### src/rtl/pipe_skid_reg.sv
// Two-entry skid-buffered pipeline stage with a valid/ready handshake on both sides.
// The main entry drives the outputs directly from registers. The skid entry catches
// one extra item, so in_ready is decided from registered state only and never from
// out_ready. The stage also supports a synchronous flush with a selectable data
// policy and keeps a saturating stall counter for debug.
module pipe_skid_reg #(
  parameter int DATA_W     = 32,
  parameter int NUM_FIELDS = 7,
  parameter int FLUSH_MODE = 0,
  parameter int CNT_W      = 16,
  parameter int BW         = DATA_W * NUM_FIELDS
) (
  input  logic             clk,
  input  logic             reset,
  input  logic             flush,
  input  logic             in_valid,
  output logic             in_ready,
  input  logic [BW-1:0]    in_data,
  output logic             out_valid,
  input  logic             out_ready,
  output logic [BW-1:0]    out_data,
  output logic [1:0]       occupancy,
  output logic [CNT_W-1:0] stall_cnt
);

  logic          main_valid;
  logic          skid_valid;
  logic [BW-1:0] main_data;
  logic [BW-1:0] skid_data;
  logic          acc;
  logic          con;

  // Add one to the stall count, holding at all-ones instead of wrapping.
  function automatic logic [CNT_W-1:0] sat_inc(input logic [CNT_W-1:0] v);
    if (&v) return v;
    return v + {{(CNT_W-1){1'b0}}, 1'b1};
  endfunction

  // Handshake decode. in_ready looks only at registered skid state and flush.
  assign in_ready  = !skid_valid && !flush;
  assign acc       = in_valid && in_ready;
  assign con       = main_valid && out_ready;
  assign out_valid = main_valid;
  assign out_data  = main_data;
  assign occupancy = {1'b0, main_valid} + {1'b0, skid_valid};

  // Valid bits: EMPTY (0,0), ONE (1,0), FULL (1,1). (0,1) cannot be reached.
  always_ff @(posedge clk) begin
    if (reset) begin
      main_valid <= 1'b0;
      skid_valid <= 1'b0;
    end else if (flush) begin
      main_valid <= 1'b0;
      skid_valid <= 1'b0;
    end else if (!main_valid) begin
      if (acc) main_valid <= 1'b1;
    end else if (!skid_valid) begin
      if (acc && !con)      skid_valid <= 1'b1;
      else if (!acc && con) main_valid <= 1'b0;
    end else begin
      if (con) skid_valid <= 1'b0;
    end
  end

  // Data movement. Draining to EMPTY leaves main_data untouched on purpose.
  always_ff @(posedge clk) begin
    if (reset) begin
      main_data <= '0;
      skid_data <= '0;
    end else if (flush) begin
      if (FLUSH_MODE == 0) begin
        main_data <= '0;
        skid_data <= '0;
      end
    end else if (!main_valid) begin
      if (acc) main_data <= in_data;
    end else if (!skid_valid) begin
      if (acc && con)       main_data <= in_data;
      else if (acc && !con) skid_data <= in_data;
    end else begin
      if (con) main_data <= skid_data;
    end
  end

  // Count edges where the main entry is offered but refused. Flush does not clear it.
  always_ff @(posedge clk) begin
    if (reset)                      stall_cnt <= '0;
    else if (main_valid && !out_ready) stall_cnt <= sat_inc(stall_cnt);
  end

endmodule
### config.mk
export PLATFORM = sky130hd
export DESIGN_NAME = pipe_skid_reg
export DESIGN_NICKNAME = d
export VERILOG_FILES = /design/src/rtl/pipe_skid_reg.sv
export SDC_FILE = /design/constraint.sdc
export NUM_CORES = 1
export LEC_CHECK = 0
export ABC_AREA = 1
export CAP_MARGIN = 40
export CELL_PAD_IN_SITES_DETAIL_PLACEMENT = 2
export CELL_PAD_IN_SITES_GLOBAL_PLACEMENT = 2
export CORE_ASPECT_RATIO = 1.2
export CORE_UTILIZATION = 24
export CTS_CLUSTER_SIZE = 10
export DETAILED_ROUTE_END_ITERATION = 16
export GPL_TIMING_DRIVEN = 0
export PLACE_DENSITY = 0.83
export SLEW_MARGIN = 25
export SYNTH_ARGS = -nofsm -noshare
export SYNTH_HDL_FRONTEND = slang
export SYNTH_SLANG_ARGS = --single-unit
### constraint.sdc
create_clock -name clk -period 1.9 [get_ports clk]
set_clock_uncertainty 0.2 [all_clocks]
set_input_delay 0.38 -clock clk [delete_from_list [all_inputs] [get_ports clk]]
set_output_delay 0.38 -clock clk [all_outputs]
set_load 0.02 [all_outputs]
==> run metrics <==
die width 262 um; post-DR vias/cell around 5; clock buffer depth 3; Residual DRC 0; CP top delay family buffers and inverters; HPWL after DPL ~65000 um; Placement Setup Slack -1210 ps; RSZ-0062 raised after global routing yes; Reg2Reg Depth 12; fin crit period between 2000 and 2500 ps; R2R Setup Slk -320 ps; failing checks setup timing; CP Launch Type flip-flop; area of the die between 80000 and 90000 sq um; Site Rows 113; final setup fails between 400 and 500; Final #Nets ~3600; via count ~22000; Synth top area share 0.480; CTS sink cnt around 470; total power roughly 23 mW; drt total wl around 99000 um; WP buf/inv 7; final cell count without fillers between 4000 and 5000; mapped cell area between 15000 and 20000 sq um; most common cell after layout, fill and taps aside nand2_1; core footprint 79700 sq um; RePlAce Congestion between 0.8 and 0.9; TritonCTS clock tree yes; Net Count, Synth ~3000; slowest stage cell on the critical path dfxtp_2; Crit Reg-Reg Endpoint out_data[207]$_SDFFE_PP0P_; period utilisation layout 1.17; Critical Path RT ~2200 ps; commonest non-fill, non-tap cells in the layout 1105 x nand2_1, 464 x dfxtp_1, 259 x a21oi_1; Hold WC Path Type in -> reg; DR iter-0 viols 810; insertion delay to the later sink of the worst-skew pair between 600 and 700 ps; largest net degree at the start of global routing 14; Peak supply drop about 0.54 mV; Clk pin slew, worst setup/hold paths 60 ps; crit path DAT 2560 ps; Synth Instances 2798; critical path fanouts, max 8; grt ovf 0; DR WL/cell roughly 22 um; fillcell total between 9000 and 10000; count of final hold-check violations 0; Root Buffer Master clkbuf_16; biggest area consumer among synthesized cells dfxtp_1; num ports roughly 470; max cap viols 0; largest cells by area after synthesis dfxtp_1 48%, nand2_1 24%, a21oi_1 11%, nand3_1 5.0%, clkbuf_1 1.9%; Final WS setup -322 ps; Starting Density 0.244; Endpoint, Worst Hold skid_data[46]$_SDFFE_PP0P_; Max Fclk ~0.45 GHz; worst reg2reg path startpoint skid_valid$_SDFFE_PP0P_; input/output buffers ~470; area grow syn2layout 59.7%; CP Capture Type flip-flop; Yosys Warn Count 0; total CTS buffers 55; Syn Area/Cell around 7 sq um; initial antenna violation count 21; H-tree levels 2; hold path depth 3; first-pass GRT wire length 135000 um; TritonRoute pass-1 iters 6; vias in the first global route about 23000; hold_sp in_data[46]; critical-path cell list buf_12 > clkbuf_16 > inv_6 > ha_4 > o21ai_4 > nand2_8 > clkinv_16 > buf_12 > buf_8 > clkbuf_16 > nand2_1 > a21oi_1; worst-margin pin slew slightly above 800 ps; Final Core Density 0.389; Die H 314 um; share of layout cells above drive strength 1 0.195; crit-path max cell delay approximately 350 ps; GRT Total Usage 0.212; Yosys reg bits 466; multi-input logic area around 10000 sq um; Slew HR 0.448; Max Slew Vio Count 0; Placed Cells incl. Taps around 4300; status complete, but fails checks; sequential fraction of the synthesis area 0.480; antenna-violating nets left 0; Pwr Density between 700 and 800 nW/um^2; Setup TNS -69010 ps; register area roughly 9300 sq um; post-synthesis cell type count 27; leak pwr around 14 nW; critical path class reg -> reg
==> worst reg2reg max path, stage by stage, from the launching register on <==
cell       delay (ps)
dfxtp_2           350
buf_12            120
clkbuf_16         140
inv_6              30
ha_4              170
o21ai_4           210
nand2_8           170
clkinv_16         140
buf_12            120
buf_8             130
clkbuf_16         160
nand2_1            60
a21oi_1           160
==> power by group <==
group | switching [mW] | internal, mW
logic | 1.69 | 1.39
registers | 0.0880 | 9.91
clock network | 4.39 | 5.38
==> metal layers <==
layer	vias to the layer above	GRT usage	part of all wire
li1	10194	-	-
met5	-	0	0.0014
met3	205	0.0428	0.042
met1	10822	0.240	0.39
met2	466	0.387	0.52
met4	20	0.0723	0.041
==> how the worst max path moves through the flow <==
stage | from | to | slack, ps | cells past startpoint
after floorplan | skid_valid$_SDFFE_PP0P_ | out_data[107]$_SDFFE_PP0P_ | 2 | 10
after global placement | flush | out_data[209]$_SDFFE_PP0P_ | -1410 | 6
after detailed placement | out_ready | skid_data[45]$_SDFFE_PP0P_ | -1210 | 9
after CTS | skid_valid$_SDFFE_PP0P_ | occupancy[0] | -360 | 6
after global routing | skid_valid$_SDFFE_PP0P_ | out_data[207]$_SDFFE_PP0P_ | -380 | 12
final | skid_valid$_SDFFE_PP0P_ | out_data[207]$_SDFFE_PP0P_ | -320 | 12
==> synth_stat cells (all sizes together) <==
| cell type | count |
|---|---|
| a211oi | 47 |
| a21oi | 414 |
| a221oi | 1 |
| a31oi | 1 |
| buf | 118 |
| clkbuf | 101 |
| clkinv | 1 |
| dfxtp | 466 |
| ha | 3 |
| inv | 64 |
| nand2 | 1244 |
| nand3 | 196 |
| nand3b | 2 |
| nand4 | 2 |
| nor2 | 87 |
| nor3 | 1 |
| o21ai | 49 |
| or2 | 1 |
==> layout make-up <==
class                   count  area share
plain buffers             217      0.0585
well taps                1035      0.0417
repair buffers            542       0.207
multi-input cells        2048       0.333
clock inverters             4    0.000846
diodes                     12    0.000967
inverters                  65     0.00911
clock buffers              73      0.0481
flip-flops and latches    466       0.301
==> what timing repair did <==
| action | 4_1_cts | 5_1_grt |
|---|---|---|
| endpoints found under the setup margin | 706 | 655 |
| gates resized for setup | 322 | 811 |
| hold buffers | 0 | 0 |
| pin swaps | 3 | 123 |
| gates cloned | 3 | 37 |
| setup buffers | 12 | 18 |
==> registers in the layout, summed over array words and instances, names as in the netlist <==
| signal | cells |
|---|---|
| out_valid | 1 |
| out_data | 224 |
| skid_data | 224 |
| skid_valid | 1 |
| stall_cnt | 16 |
==> logic make-up after synthesis <==
kind of cell | share of synthesized area
AOI/OAI and AO/OA | 0.138
buffers and inverters | 0.0695
and+or+nand+nor | 0.310
adders and majority gates | 0.00193
DFF | 0.480
==> through the flow <==
step / area, sq um / hold WS, ps
after floorplan: 19500 / 234
after global placement: 25500 / 246
after detailed placement: 25500 / 251
after CTS: 27500 / 113
after global routing: 31000 / 148
final: 31100 / 152
Note: power is estimated with default switching activity, not from simulation.
